$ cat src/rtl/adder_arb_pkg.sv
// Shared constants and pipeline record types for the adder_slot_arbiter block.
// Used by the top level, the round-robin picker and the adder core.
package adder_arb_pkg;

  localparam int WIDTH = 64;

  localparam logic OP_ADD = 1'b0;
  localparam logic OP_SUB = 1'b1;

  // Issue-stage record: operation and raw operands of the granted slot.
  typedef struct packed {
    logic             op;
    logic [WIDTH-1:0] a;
    logic [WIDTH-1:0] b;
  } s1_rec_t;

  // Response-stage record: adder result.
  typedef struct packed {
    logic [WIDTH-1:0] sum;
    logic             cout;
  } s2_rec_t;

endpackage

$ cat src/rtl/adder_slot_arbiter_cla.sv
// 64-bit two-level carry-lookahead adder: 4-bit lookahead groups chained by
// group generate/propagate.
module adder_arb_cla
  import adder_arb_pkg::*;
(
  input  logic [WIDTH-1:0] a,
  input  logic [WIDTH-1:0] b,
  input  logic             cin,
  output logic [WIDTH-1:0] sum,
  output logic             cout
);

  localparam int GRP  = 4;
  localparam int NGRP = WIDTH / GRP;

  logic [WIDTH-1:0] g;
  logic [WIDTH-1:0] p;
  logic [WIDTH:0]   c;
  logic [NGRP-1:0]  gg;
  logic [NGRP-1:0]  gp;
  logic [NGRP:0]    gc;

  assign g = a & b;
  assign p = a ^ b;

  always_comb begin
    // NOTE: every variable gets a default before the loops, so no path leaves
    // a bit unassigned and no latch can be inferred.
    gg = '0;
    gp = '0;
    gc = '0;
    c  = '0;
    for (int k = 0; k < NGRP; k++) begin
      gg[k] = g[GRP*k+3]
            | (p[GRP*k+3] & g[GRP*k+2])
            | (p[GRP*k+3] & p[GRP*k+2] & g[GRP*k+1])
            | (p[GRP*k+3] & p[GRP*k+2] & p[GRP*k+1] & g[GRP*k]);
      gp[k] = &p[GRP*k +: GRP];
    end
    gc[0] = cin;
    for (int k = 0; k < NGRP; k++) begin
      gc[k+1] = gg[k] | (gp[k] & gc[k]);
    end
    // Per-bit carries inside each group are expanded from the group carry-in.
    for (int k = 0; k < NGRP; k++) begin
      c[GRP*k]   = gc[k];
      c[GRP*k+1] = g[GRP*k] | (p[GRP*k] & gc[k]);
      c[GRP*k+2] = g[GRP*k+1] | (p[GRP*k+1] & g[GRP*k])
                 | (p[GRP*k+1] & p[GRP*k] & gc[k]);
      c[GRP*k+3] = g[GRP*k+2] | (p[GRP*k+2] & g[GRP*k+1])
                 | (p[GRP*k+2] & p[GRP*k+1] & g[GRP*k])
                 | (p[GRP*k+2] & p[GRP*k+1] & p[GRP*k] & gc[k]);
    end
    c[WIDTH] = gc[NGRP];
  end

  assign sum  = p ^ c[WIDTH-1:0];
  assign cout = c[WIDTH];

endmodule

$ cat src/rtl/adder_slot_arbiter_rr_pick.sv
// Round-robin picker: grants the first requester at ptr, ptr+1, ... (mod NREQ)
// while enabled; returns a one-hot grant and its encoded index.
module rr_pick #(
  parameter  int NREQ = 4,
  localparam int IDW  = $clog2(NREQ)
) (
  input  logic [NREQ-1:0] req,
  input  logic [IDW-1:0]  ptr,
  input  logic            en,
  output logic [NREQ-1:0] gnt,
  output logic [IDW-1:0]  idx
);

  always_comb begin
    gnt = '0;
    idx = '0;
    // Scan from the farthest offset back to ptr so the closest requester wins.
    for (int k = NREQ - 1; k >= 0; k--) begin
      if (en && req[(int'(ptr) + k) % NREQ]) begin
        gnt                           = '0;
        gnt[(int'(ptr) + k) % NREQ]   = 1'b1;
        idx                           = IDW'((int'(ptr) + k) % NREQ);
      end
    end
  end

endmodule

$ cat src/rtl/adder_slot_arbiter.sv
// Round-robin sharing of one 64-bit CLA among NREQ issue slots, 2-stage pipeline.
// Define ADD_ARB_OVF_EN to register signed overflow alongside the result.
module adder_slot_arbiter
  import adder_arb_pkg::*;
#(
  parameter  int NREQ = 4,
  localparam int IDW  = $clog2(NREQ)
) (
  input  logic                  clk,
  input  logic                  rst_n,
  input  logic [NREQ-1:0]       req,
  input  logic [NREQ-1:0]       op,
  input  logic [NREQ*WIDTH-1:0] opa,
  input  logic [NREQ*WIDTH-1:0] opb,
  output logic [NREQ-1:0]       gnt,
  output logic                  rsp_valid,
  input  logic                  rsp_ready,
  output logic [IDW-1:0]        rsp_id,
  output logic [WIDTH-1:0]      rsp_sum,
  output logic                  rsp_cout,
  output logic                  rsp_ovf,
  output logic                  busy
);

  logic [IDW-1:0]   ptr;
  logic [IDW-1:0]   pick_idx;
  logic [IDW-1:0]   s1_id;
  logic [IDW-1:0]   s2_id;
  logic             s1_valid;
  s1_rec_t          s1;
  s2_rec_t          s2;
  logic             s2_adv;
  logic             s1_adv;
  logic             s1_free;
  logic [WIDTH-1:0] in2;
  logic             cin;
  logic [WIDTH-1:0] sum;
  logic             cout;

  assign s2_adv  = !rsp_valid || rsp_ready;
  assign s1_adv  = s1_valid && s2_adv;
  assign s1_free = !s1_valid || s2_adv;

  // Gating with rst_n keeps gnt low for the whole reset window.
  rr_pick #(.NREQ(NREQ)) u_pick (
    .req (req),
    .ptr (ptr),
    .en  (s1_free && rst_n),
    .gnt (gnt),
    .idx (pick_idx)
  );

  always_ff @(posedge clk or negedge rst_n) begin
    // NOTE: non-blocking assignments make every register sample pre-edge values,
    // so the S1 load and the S1->S2 transfer in one cycle cannot race.
    if (!rst_n) begin
      ptr      <= '0;
      s1_valid <= 1'b0;
      s1_id    <= '0;
      s1       <= '0;
    end else begin
      if (|gnt) begin
        s1_valid <= 1'b1;
        s1_id    <= pick_idx;
        s1       <= '{op: op[pick_idx],
                      a:  opa[int'(pick_idx)*WIDTH +: WIDTH],
                      b:  opb[int'(pick_idx)*WIDTH +: WIDTH]};
        ptr      <= (pick_idx == IDW'(NREQ - 1)) ? '0 : pick_idx + 1'b1;
      end else if (s1_adv) begin
        s1_valid <= 1'b0;
      end
    end
  end

  // Subtraction is a + ~b + 1 through the same core.
  assign in2 = (s1.op == OP_SUB) ? ~s1.b : s1.b;
  assign cin = (s1.op != OP_ADD);

  adder_arb_cla u_cla (
    .a    (s1.a),
    .b    (in2),
    .cin  (cin),
    .sum  (sum),
    .cout (cout)
  );

  always_ff @(posedge clk or negedge rst_n) begin
    if (!rst_n) begin
      rsp_valid <= 1'b0;
      s2_id     <= '0;
      s2        <= '0;
    end else if (s1_adv) begin
      rsp_valid <= 1'b1;
      s2_id     <= s1_id;
      s2        <= '{sum: sum, cout: cout};
    end else if (s2_adv) begin
      rsp_valid <= 1'b0;
    end
  end

`ifdef ADD_ARB_OVF_EN
  logic ovf_q;

  always_ff @(posedge clk or negedge rst_n) begin
    if (!rst_n) begin
      ovf_q <= 1'b0;
    end else if (s1_adv) begin
      ovf_q <= (s1.a[WIDTH-1] == in2[WIDTH-1]) && (sum[WIDTH-1] != s1.a[WIDTH-1]);
    end
  end

  assign rsp_ovf = ovf_q;
`else
  assign rsp_ovf = 1'b0;
`endif

  assign rsp_id   = s2_id;
  assign rsp_sum  = s2.sum;
  assign rsp_cout = s2.cout;
  assign busy     = s1_valid || rsp_valid;

endmodule

$ cat config.mk
export PLATFORM = sky130hd
export DESIGN_NAME = adder_slot_arbiter
export DESIGN_NICKNAME = d
export VERILOG_FILES = /design/src/rtl/adder_arb_pkg.sv /design/src/rtl/adder_slot_arbiter_cla.sv /design/src/rtl/adder_slot_arbiter_rr_pick.sv /design/src/rtl/adder_slot_arbiter.sv
export SDC_FILE = /design/constraint.sdc
export NUM_CORES = 1
export LEC_CHECK = 0
export BUFFER_PORTS_ARGS = -buffer_cell sky130_fd_sc_hd__buf_2
export CELL_PAD_IN_SITES_DETAIL_PLACEMENT = 1
export CELL_PAD_IN_SITES_GLOBAL_PLACEMENT = 1
export CORE_AREA = 2 2 234 236
export DETAILED_ROUTE_END_ITERATION = 10
export DIE_AREA = 0 0 236 238
export GPL_TIMING_DRIVEN = 0
export MAX_ROUTING_LAYER = met4
export PLACE_DENSITY = 0.71
export REMOVE_ABC_BUFFERS = 1
export SYNTH_ARGS = -nofsm -noshare
export SYNTH_HDL_FRONTEND = slang
export SYNTH_SLANG_ARGS = --single-unit
$ cat constraint.sdc
create_clock -name clk -period 6.5 [get_ports clk]
set_clock_uncertainty 0.05 [all_clocks]
set_input_delay 0.65 -clock clk [delete_from_list [all_inputs] [get_ports clk]]
set_output_delay 0.65 -clock clk [all_outputs]
set_load 0.02 [all_outputs]
==> results_dict.tcl <==
set metrics [dict create \
    finalCritPeriodShare 0.845 \
    syn-cell-area_sq_um 15000 \
    cp.required_ns 6.91 \
    ctsResizeCount 0 \
    synth_edf_count 0 \
    track_usage 0.180 \
    die_height_um 238 \
    grt_pass1_vias 15000 \
    post-cts-setup-buffers 0 \
    start_kind "flip-flop" \
    synthCells 1693 \
    totalPowerFinal_mw 13.3 \
    powerDensity_nw_per_um2 676 \
    core_sq_um 53500 \
    place_hpwl_mm 41.0 \
    timing.rr.start "cin" \
    end_kind "flip-flop" \
    wl_per_cell_um 17.2 \
    slew_violations 0 \
    yosys.area.top_type "dfrtp_1" \
    initial_core_util 0.280 \
    cts_buffer_depth 3 \
    multi_input_comb_area_sq_um 9230 \
    cp_max_fo 40 \
    relSlewSlack 0.404 \
    drt_iter0_drc 370 \
    fin_crit_ns 5.50 \
    drt-pass1-iter-count 4 \
    gp_congestion 0.916 \
    rows 85 \
    clkSinkCount 202 \
    fin_nets 2843 \
    max_freq_mhz 182 \
    hold_ws_ns 0.422 \
    yosysSeqAreaShare 0.337 \
    cts-hold-fix-buffers 1 \
    r2r_cells 14 \
    final_cell_mix "buf_2 (594), nand2_1 (339), o21ai_0 (324)" \
    regArea_sq_um 5060 \
    avgSynthCellArea_sq_um 8.85 \
    ir_drop_mv 0.343 \
    cts_tree "yes" \
    yosysUniqueCellTypes 58 \
    grt_pass1_wl_mm 79.5 \
    endpoint "rsp_sum[61]" \
    finalHoldViolCount 0 \
    synth.yosys.warnings 0 \
    worstSetupStartpoint "cin" \
    antenna_found_initial 2 \
    path_class "flip-flop to flip-flop" \
    route.detailed.drc 0 \
    grt_overflow 0 \
    cts_buffers 27 \
    synth_ff_type "dfrtp_1" \
    antenna_left 0 \
    worstMarginPinSlew_ns 0.885 \
    syn2layout_area_growth_pct 31.5 \
    worstPathArrival_ns 5.90 \
    yosys-top-cells-area "dfrtp_1 (34%), o21ai_0 (11%), mux2_2 (9.9%)" \
    setup_viol 0 \
    htreeDepth 1 \
    n_fill_cell 6478 \
    r2r_end "rsp_sum[61]" \
    leakage_nw 9.71 \
    maxCapViolCount 0 \
    die_x_um 236 \
    synthDominantCellAreaShare 0.337 \
    vias 13900 \
    clockRootBuffer "clkbuf_16" \
    avgViaCountPerCell 4.73 \
    synth-async-reset-ratio 1.00 \
    clk-insertion-delay-late_ns 0.54 \
    drt_wl_total_mm 50.7 \
    rsz0062_at_grt "false" \
    die_area_sq_um 56200 \
    layout-drive-gt1-share 0.359 \
    regToRegSetupSlack_ns 1.00 \
    status "completed" \
    path_clk_slew_ns 0.06 \
    setup_ws_ns 1.00 \
    layout_commonest_cell "buf_2" \
    ys_seq_elements 202 \
    grt_max_degree 78 \
    post-place-ws_ns 0.708 \
    setup-tns-final_ns 0 \
    hp-class "flip-flop to flip-flop" \
    pin_count 597 \
    io_buffers 595 \
]
[Yosys cell counts (all sizes together), types with 2 or more instances]
cell type / count
a211oi: 7
a21boi: 4
a21o: 25
a21oi: 38
a221oi: 2
a222oi: 4
and2: 2
and3: 2
buf: 50
clkbuf: 60
dfrtp: 202
fa: 15
ha: 73
inv: 53
mux2: 136
mux2i: 137
nand2: 340
nand2b: 4
nand3: 10
nand4: 7
nor2: 22
nor2b: 6
nor3: 8
nor4: 3
o21a: 2
o21ai: 336
o21bai: 10
o31a: 2
o31ai: 7
or2: 3
or3: 2
xnor2: 15
xor2: 92
[how the worst min path moves through the flow]
| stage | from | cells after the start | end |
|---|---|---|---|
| after global placement | rsp_sum[36] | 2 | rsp_sum[36] |
| after CTS | rsp_ready | 3 | s1_valid |
| after global routing | rsp_ready | 3 | s1_valid |
| after floorplan | rst_n | 0 | cin |
| after detailed placement | rsp_sum[15] | 2 | rsp_sum[15] |
| final | rsp_sum[27] | 2 | rsp_sum[27] |
[state kept, by name, indices dropped and copies added (netlist names)]
name / cells
rsp_sum: 64
s1: 128
s1_valid: 1
rsp_cout: 1
rsp_valid: 1
rsp_id: 2
cin: 1
s1_id: 2
ptr: 2
[power by group]
group | total, mW | switching (mW) | internal, mW
sequential | 2.50 | 0.478 | 2.02
combinational | 9.27 | 5.46 | 3.81
clock | 1.53 | 0.596 | 0.938
total | 13.3 | 6.54 | 6.77
[layout make-up]
type | count | area share
clock inverters | 10 | 0.00724
well taps | 696 | 0.0442
inverters | 53 | 0.0101
diodes | 2 | 0.000254
clock buffers | 37 | 0.0387
multi-input cells | 1328 | 0.469
flip-flops and latches | 202 | 0.257
repair buffers | 620 | 0.174
[kinds of logic (layout without fill, tap and decap cells)]
kind of cell    count (synthesis)  after routing  share of synthesized area
flops                         202            202                      0.337
fa+ha+maj                      88             88                     0.0810
compound gates                446            446                      0.164
buf+inv                       163            720                     0.0479
other cells                     1              3                   0.000250
xor+xnor                      107            107                     0.0626
simple gates                  412            412                      0.112
mux                           274            274                      0.195
[per-stage QoR]
stage                     cell area (sq um)  utilization  cells
after CTS                             19700        0.368   2946
final                                 19700        0.368   2948
after global placement                18300        0.342   2874
after detailed placement              18800        0.351   2898
after global routing                  19700        0.368   2948
after floorplan                       14500            -   1583
[routing by layer]
layer  wire [um]  track usage
met1       21900        0.215
met3        1950       0.0287
met5           0            -
met4        1440       0.0508
met2       25400        0.312
[worst max-delay path: stages (launching register included)]
cell and delay [ns]:
dfrtp_4 0.80, buf_16 0.34, xor2_1 0.13, ha_1 0.37
nand4_1 0.17, nor4_1 0.76, nand4_1 0.27, a21boi_1 0.39
o21ai_1 0.27, a2111oi_2 0.65, o21ai_1 0.22, nor2b_1 0.21
fa_1 0.40, xor2_1 0.15, o21ai_0 0.13
Power figures use the tool's default switching activity.
